File: config.mk
export PLATFORM = sky130hd
export DESIGN_NAME = cs_len_decode
export DESIGN_NICKNAME = d
export VERILOG_FILES = /design/src/rtl/cs_len_decode.sv
export SDC_FILE = /design/constraint.sdc
export NUM_CORES = 1
export LEC_CHECK = 0
export BUFFER_PORTS_ARGS = -buffer_cell sky130_fd_sc_hd__buf_2
export CORE_MARGIN = 2
export CORE_UTILIZATION = 40
export DETAILED_ROUTE_END_ITERATION = 16
export GPL_TIMING_DRIVEN = 0
export REMOVE_ABC_BUFFERS = 1
export SYNTH_ARGS = -nofsm -noshare
export SYNTH_HDL_FRONTEND = slang
export SYNTH_SLANG_ARGS = --single-unit
export TNS_END_PERCENT = 10
File: constraint.sdc
create_clock -name clk -period 2.3 [get_ports clk]
set_input_delay 0.345 -clock clk [delete_from_list [all_inputs] [get_ports clk]]
set_output_delay 0.345 -clock clk [all_outputs]
set_load 0.05 [all_outputs]
File: src/rtl/cs_len_decode.sv
// cs_len_decode
//   Decodes the active device count from a received Ethernet frame length
//   and cross-checks it against the received ADC burst length.
//   eth_tx_len = HEAD + n*TX_UNIT and adc_rx_len = n*RX_UNIT are expected.
//   n is found by repeated subtraction, one TX_UNIT per cycle.
//
// Ports
//   clk         in   single clock, rising edge
//   rst_n       in   asynchronous active-low reset
//   eth_tx_len  in   [11:0] Ethernet frame length (sampled on acceptance)
//   adc_rx_len  in   [9:0]  ADC burst length (sampled on acceptance)
//   fs          in   request level (four-phase handshake with fd)
//   fd          out  done level, high only in DONE
//   dev_num     out  [3:0] decoded device count
//   kdev        out  [7:0] device mask, low dev_num bits set; 0 on error
//   err         out  decode inconsistency flag for the last transaction
//
// state | meaning
// IDLE  | waiting for fs; inputs latched on acceptance
// LOAD  | strip header, detect underflow, clear counters
// DIV   | one TX_UNIT subtraction per cycle
// CHECK | evaluate consistency, register results
// DONE  | fd high until fs drops
module cs_len_decode #(
  parameter int unsigned HEAD    = 12,
  parameter int unsigned TX_UNIT = 384,
  parameter int unsigned RX_UNIT = 64,
  parameter int unsigned MAX_DEV = 8
) (
  input  logic        clk,
  input  logic        rst_n,
  input  logic [11:0] eth_tx_len,
  input  logic [9:0]  adc_rx_len,
  input  logic        fs,
  output logic        fd,
  output logic [3:0]  dev_num,
  output logic [7:0]  kdev,
  output logic        err
);

  localparam logic [11:0] HEAD_L = 12'(HEAD);
  localparam logic [11:0] TX_L   = 12'(TX_UNIT);
  localparam logic [10:0] RX_L   = 11'(RX_UNIT);
  localparam logic [3:0]  MAX_L  = 4'(MAX_DEV);

  typedef enum logic [2:0] {
    IDLE  = 3'd0,
    LOAD  = 3'd1,
    DIV   = 3'd2,
    CHECK = 3'd3,
    DONE  = 3'd4
  } state_t;

  state_t      state, state_next;
  logic [11:0] eth_q;
  logic [9:0]  adc_q;
  logic [11:0] rem;
  logic [3:0]  cnt;
  logic [10:0] acc;
  logic        underflow;
  logic        step;
  logic        err_next;
  logic [8:0]  mask_full;

  // cnt <= MAX_DEV lets one extra step happen, so cnt saturates at MAX_DEV+1
  // and a frame with too many units is flagged instead of silently truncated.
  assign step = (rem >= TX_L) && (cnt <= MAX_L);

  assign err_next = underflow || (rem != 12'd0) || (cnt > MAX_L) ||
                    (acc != {1'b0, adc_q});

  assign mask_full = (9'd1 << cnt) - 9'd1;

  always_comb begin
    state_next = state;
    case (state)
      IDLE:    if (fs) state_next = LOAD;
      LOAD:    state_next = DIV;
      DIV:     if (!step) state_next = CHECK;
      CHECK:   state_next = DONE;
      DONE:    if (!fs) state_next = IDLE;
      default: state_next = IDLE;
    endcase
  end

  always_ff @(posedge clk or negedge rst_n) begin
    if (!rst_n) begin
      state     <= IDLE;
      fd        <= 1'b0;
      eth_q     <= '0;
      adc_q     <= '0;
      rem       <= '0;
      cnt       <= '0;
      acc       <= '0;
      underflow <= 1'b0;
      dev_num   <= '0;
      kdev      <= '0;
      err       <= 1'b0;
    end else begin
      state <= state_next;
      // Registered from next state so fd never decodes a transient.
      fd    <= (state_next == DONE);
      case (state)
        IDLE: begin
          if (fs) begin
            eth_q <= eth_tx_len;
            adc_q <= adc_rx_len;
          end
        end
        LOAD: begin
          underflow <= (eth_q < HEAD_L);
          rem       <= (eth_q < HEAD_L) ? 12'd0 : (eth_q - HEAD_L);
          cnt       <= '0;
          acc       <= '0;
        end
        DIV: begin
          if (step) begin
            rem <= rem - TX_L;
            cnt <= cnt + 4'd1;
            acc <= acc + RX_L;
          end
        end
        CHECK: begin
          dev_num <= cnt;
          err     <= err_next;
          kdev    <= err_next ? 8'h00 : mask_full[7:0];
        end
        default: ;
      endcase
    end
  end

endmodule

==> qor.yml, run 1 <==
hold_path:
  hold_path_class: "input port to asynchronous set/reset pin"
placed_design:
  gp_congestion: 0.768
  postPlaceCellArea_um2: 3270
  dp.final_hpwl_mm: 3.95
  preCtsSetupSlack_ps: 18.1
  portBuffers: 38
critical_path:
  crit_buf_inv: 1
  cp.required_ps: 2500
  cp-end-kind: "flop"
  worst-setup-path-type: "flop to flop"
  arrival_ps: 2290
  path_cells: "inv_1 -> ha_2 -> nand2b_1 -> a211oi_4 -> nand4_1 -> xor2_1 -> nor2_1"
  worst_setup_path_start_kind: "flop"
  cp_max_fo: 9
  crit_slowest_cell: "a211oi_4"
  cpPeakStageDelay_ps: 490
  crit_family: "compound AO/OA/AOI/OAI gates"
  ff2ff_setup_slack_ps: 210
synthesis:
  syn_inst: 276
  synthAdderAreaFrac_pct: 4.18
  synth_compound_area_share_pct: 13.8
  ys_ff_latch: 61
  synth_cell_type_count: 50
  yosys_warnings: 0
  synth_top_family_by_area: "simple AND/OR/NAND/NOR gates"
  ys_seq_area_share_pct: 51.0
  syn_area_um2: 2990
  synth_area_per_cell_um2: 10.8
  synth-xor-area-share_pct: 4.10
  synthMuxAreaShare_pct: 8.95
  synthSimpleGateAreaFrac_pct: 15.2
sta:
  final_max_slew_viol_count: 0
  finalCritPeriodShare_pct: 90.8
  final-setup-viol-count: 0
  period_minus_slack_ps: 2090
  clock.fmax_mhz: 479
  relSlewSlack_pct: 48.3
  layout_setup_ws_ps: 212
  tightestPinTransition_ps: 775
  skew_ps: 8.01
  rsz0062_at_grt: "false"
  hold_violations: 0
  fin_hold_ws_ps: 63.3
grt:
  antenna_found_initial: 0
  first_global_vias: 2123
  gr-total-overflow: 0
  grt_usage_pct: 15.8
  grt_pass1_wl_mm: 10.1
  grt_max_degree: 62
final_layout:
  antenna_cells: 0
  area_growth_pct: 17.6
  layout_common_cells: "dfrtp_1, buf_2, nand2_1"
  final_area_um2: 3520
  n_fill_cell: 695
  layout_commonest_cell: "dfrtp_1"
  final_util_pct: 48.5
  nets: 350
  drive_gt1_share_pct: 27.2
drt:
  drt_wl_total_mm: 5.65
  drtIter0Drc: 95
  wl_per_cell_um: 13.5
  detail-route-antenna-nets: 0
  drc: 0
  dr.pass1.iters: 4
  vias_per_cell: 5.14
  vias: 2153
power:
  power_density_nw_per_um2: 1380
  leakage_uw: 0.00160
  ir_drop_uv: 707
clock_network:
  cts_max_level: 3
  clk_pin_slew_ps: 70
  cts-root-buf: "clkbuf_8"
  clock_path_buffers: 2
  numCtsBuffers: 9
  cts_tree: "done"
  clock_latency_ps: 340
  hold_buffers: 0
  cts_sinks: 61
die:
  core_area_um2: 7250
  die-area_um2: 8190
  rows: 31
  start_util_pct: 41.2
  die_w_um: 90.5
  chipHeight_um: 90.5
  ios: 39
status:
  outcome: "completed"
flow_run:
  drv_cap: 0
-- kinds of logic after synthesis --
logic type               after synthesis
buffers and inverters                 18
AO/OA/AOI/OAI                         59
flip-flops                            61
AND/OR/NAND/NOR                       90
multiplexers                          24
XOR/XNOR                              14
adder cells (fa/ha/maj)               10
-- flip-flops by register name (all words and copies together), names as in the netlist --
signal,count
adc_q,10
kdev,8
err,1
underflow,1
state,3
fd,1
dev_num,4
rem,12
eth_q,12
acc,5
cnt,4
-- Yosys cell counts (all sizes together) --
library cell	number	share of area, %
dfrtp	61	51
nand2	32	4.0
mux2	22	8.3
o21ai	21	3.5
nor2	20	2.6
ha	10	4.2
a21oi	9	1.5
nor3	9	1.5
xor2	9	2.6
a22o	7	2.0
clkbuf	7	0.92
inv	7	0.88
nand3	5	0.84
nor4	5	1.3
xnor2	5	1.5
a211oi	4	1.4
buf	4	0.88
o31ai	4	1.0
nand3b	3	1.2
nor2b	3	0.63
nor3b	3	0.92
a41oi	2	0.59
mux2i	2	0.67
nand2b	2	0.42
nand4	2	0.42
or3	2	0.42
or3b	2	0.59
a2111o	1	0.38
a2111oi	1	0.50
a211o	1	0.29
a21boi	1	0.25
a221o	1	0.33
a31oi	1	0.21
and2	1	0.21
o2111ai	1	0.50
o21a	1	0.25
o21bai	1	0.25
o221ai	1	0.29
o22ai	1	0.21
o311ai	1	0.29
or4	1	0.25
-- area by class of cell --
cell class	count	area [um^2]	area share, %
flip-flops and latches	61	1530	43.4
clock inverters	4	95.1	2.70
repair buffers	39	208	5.90
multi-input cells	197	1390	39.6
well taps	99	124	3.52
inverters	7	26.3	0.747
clock buffers	12	145	4.12
-- final timing paths --
path	endpoint	cells past startpoint	startpoint
worst min register to register	kdev[1]	2	kdev[1]
min in group clk	eth_q[2]	3	eth_tx_len[2]
worst min-delay path	kdev[4]	1	rst_n
worst max register to register	acc[10]	7	cnt[0]
worst max-delay path	acc[10]	7	cnt[0]
max in group asynchronous	cnt[3]	1	rst_n
-- what timing repair did --
item,4_1_cts,5_1_grt
resized for setup,0,4
setup endpoints to repair,0,13
buffers inserted,0,0
-- metal layers --
metal	global-route usage, %	vias to the layer above	share of wire (%)	wire, um
li1	-	1069	-	-
met1	20.8	1025	48	2690
met2	23.6	53	46	2590
met3	6.26	6	5.0	281
met4	5.38	0	1.5	86
met5	0	-	0	0
-- per-stage QoR --
stage               setup TNS (ps)  total power, uW  cells
floorplan                        0             3260    265
global placement             -7870             3650    402
detailed placement               0             3730    403
CTS                              0             4920    419
global route                     0             5290    419
finish                           0             4860    419
-- power by group --
part           switching (uW)  leakage, uW  internal (uW)  total (uW)
clock                     401     0.000121            749        1150
sequential                402     0.000764           1480        1880
combinational             983     0.000715            839        1820
(Power assumes the default switching activity.)
==> run 2: changes to the inputs <==
Settings changed: MAX_ROUTING_LAYER from default to met4, SLEW_MARGIN from default to 20.
==> qor.yml, run 2 (same netlist as run 1, synthesis figures left out) <==
final_layout:
  antenna_cells: 0
  nets: 350
  n_fill_cell: 705
  layout_commonest_cell: "dfrtp_1"
  final_util_pct: 48.5
  layout_common_cells: "dfrtp_1, buf_2, nand2_1"
  reg_top3: "eth_q (12), rem (12), adc_q (10)"
  multi_input_comb_area_um2: 1390
  final-seq-area_um2: 1530
  drive_gt1_share_pct: 27.2
  area_growth_pct: 17.5
drt:
  wl_per_cell_um: 13.4
  drt_wl_total_mm: 5.60
  detail-route-antenna-nets: 0
  dr.pass1.iters: 6
  vias_per_cell: 5.09
  vias: 2132
  drc: 0
  drtIter0Drc: 80
clock_network:
  cts-root-buf: "clkbuf_8"
  clock_latency_ps: 340
  cts_tree: "done"
  numCtsBuffers: 9
  cts_sinks: 61
  cts_max_level: 3
  clk_pin_slew_ps: 70
  clock_path_buffers: 2
  post_cts_buffers: 0
die:
  die-area_um2: 8190
  chipHeight_um: 90.5
  core_area_um2: 7250
  die_w_um: 90.5
  start_util_pct: 41.2
  ios: 39
  rows: 31
power:
  leakage_uw: 0.00160
  ir_drop_uv: 715
  swShare_pct: 36.7
  finalPower_uw: 4840
  power_density_nw_per_um2: 1380
  combinationalPowerShare_pct: 37.4
  power_frac_seq_pct: 38.8
  netSwitchingPower_uw: 1780
  power.share.clock_pct: 23.8
  intPower_uw: 3060
critical_path:
  r2r_start: "cnt[0]"
  ff2ff_setup_slack_ps: 200
  worst_setup_path_start_kind: "flop"
  worst-setup-path-type: "flop to flop"
  r2r-end: "acc[10]"
  reg2reg_depth: 7
  cp.required_ps: 2500
  arrival_ps: 2300
  cp-end-kind: "flop"
  cp_max_fo: 9
sta:
  tightestPinTransition_ps: 760
  clock.fmax_mhz: 476
  final_max_slew_viol_count: 0
  hold_violations: 0
  period_minus_slack_ps: 2100
  finalCritPeriodShare_pct: 91.4
  final-setup-viol-count: 0
  relSlewSlack_pct: 49.3
  rsz0062_at_grt: "true"
  fin_hold_ws_ps: 61.4
  skew_ps: 8.61
grt:
  grt_pass1_wl_mm: 9.98
  antenna_found_initial: 0
  grt_max_degree: 62
  first_global_vias: 2147
  grt_usage_pct: 15.8
  gr-total-overflow: 0
flow_run:
  drv_cap: 0
placed_design:
  portBuffers: 38
  dp.final_hpwl_mm: 3.92
  gp_congestion: 0.778
status:
  outcome: "completed"
hold_path:
  hold_path_class: "input port to asynchronous set/reset pin"
==> run 2: worst max-delay path by stage <==
| stage | from | end | cells past startpoint |
|---|---|---|---|
| 2_1_floorplan | state[1] | adc_q[0] | 4 |
| 3_3_place_gp | state[1] | adc_q[9] | 4 |
| 3_5_place_dp | cnt[0] | err | 7 |
| 4_1_cts | cnt[0] | err | 7 |
| 5_1_grt | cnt[0] | kdev[6] | 10 |
| 6_report | cnt[0] | acc[10] | 7 |
==> run 2: critical path, stage by stage (launching register included) <==
cell	delay, ps
dfrtp_1	440
inv_1	120
ha_2	270
nand2b_1	170
a211oi_4	510
nand4_1	240
xor2_1	170
nor2_1	50
==> run 2: area by class of cell <==
type | count | area share, %
sequential | 61 | 43.5
inverter | 7 | 0.747
clock buffer | 12 | 4.13
multi-input combinational | 197 | 39.6
tap | 99 | 3.52
timing repair buffer | 39 | 5.80
clock inverter | 4 | 2.70
==> run 2: power groups by stage <==
stage / sequential (uW) / clock [uW] / combinational (uW)
3_5_place_dp: 1910 / 0 / 1820
5_1_grt: 1960 / 1240 / 2060
3_3_place_gp: 1890 / 0 / 1770
2_1_floorplan: 1910 / 0 / 1350
4_1_cts: 1890 / 1190 / 1830
6_report: 1880 / 1150 / 1810
==> run 2: layer usage <==
layer	global-route usage (%)	wire length (um)
met2	23.9	2610
met4	5.77	88
met5	-	0
met3	5.34	265
met1	19.8	2630
==> run 2: metrics by stage <==
step	area (um^2)	cells	setup TNS, ps	setup slack, ps
after floorplan	2940	265	0	159
after global placement	3250	402	-7870	-365
after detailed placement	3270	403	0	20.9
after CTS	3510	419	0	2.22
after global routing	3520	419	-32.5	-17.3
final	3520	419	0	197
==> run 2: what timing repair did <==
item	4_1_cts	5_1_grt
gates resized for setup	0	3
setup endpoints to repair	0	13
hold buffers	0	0
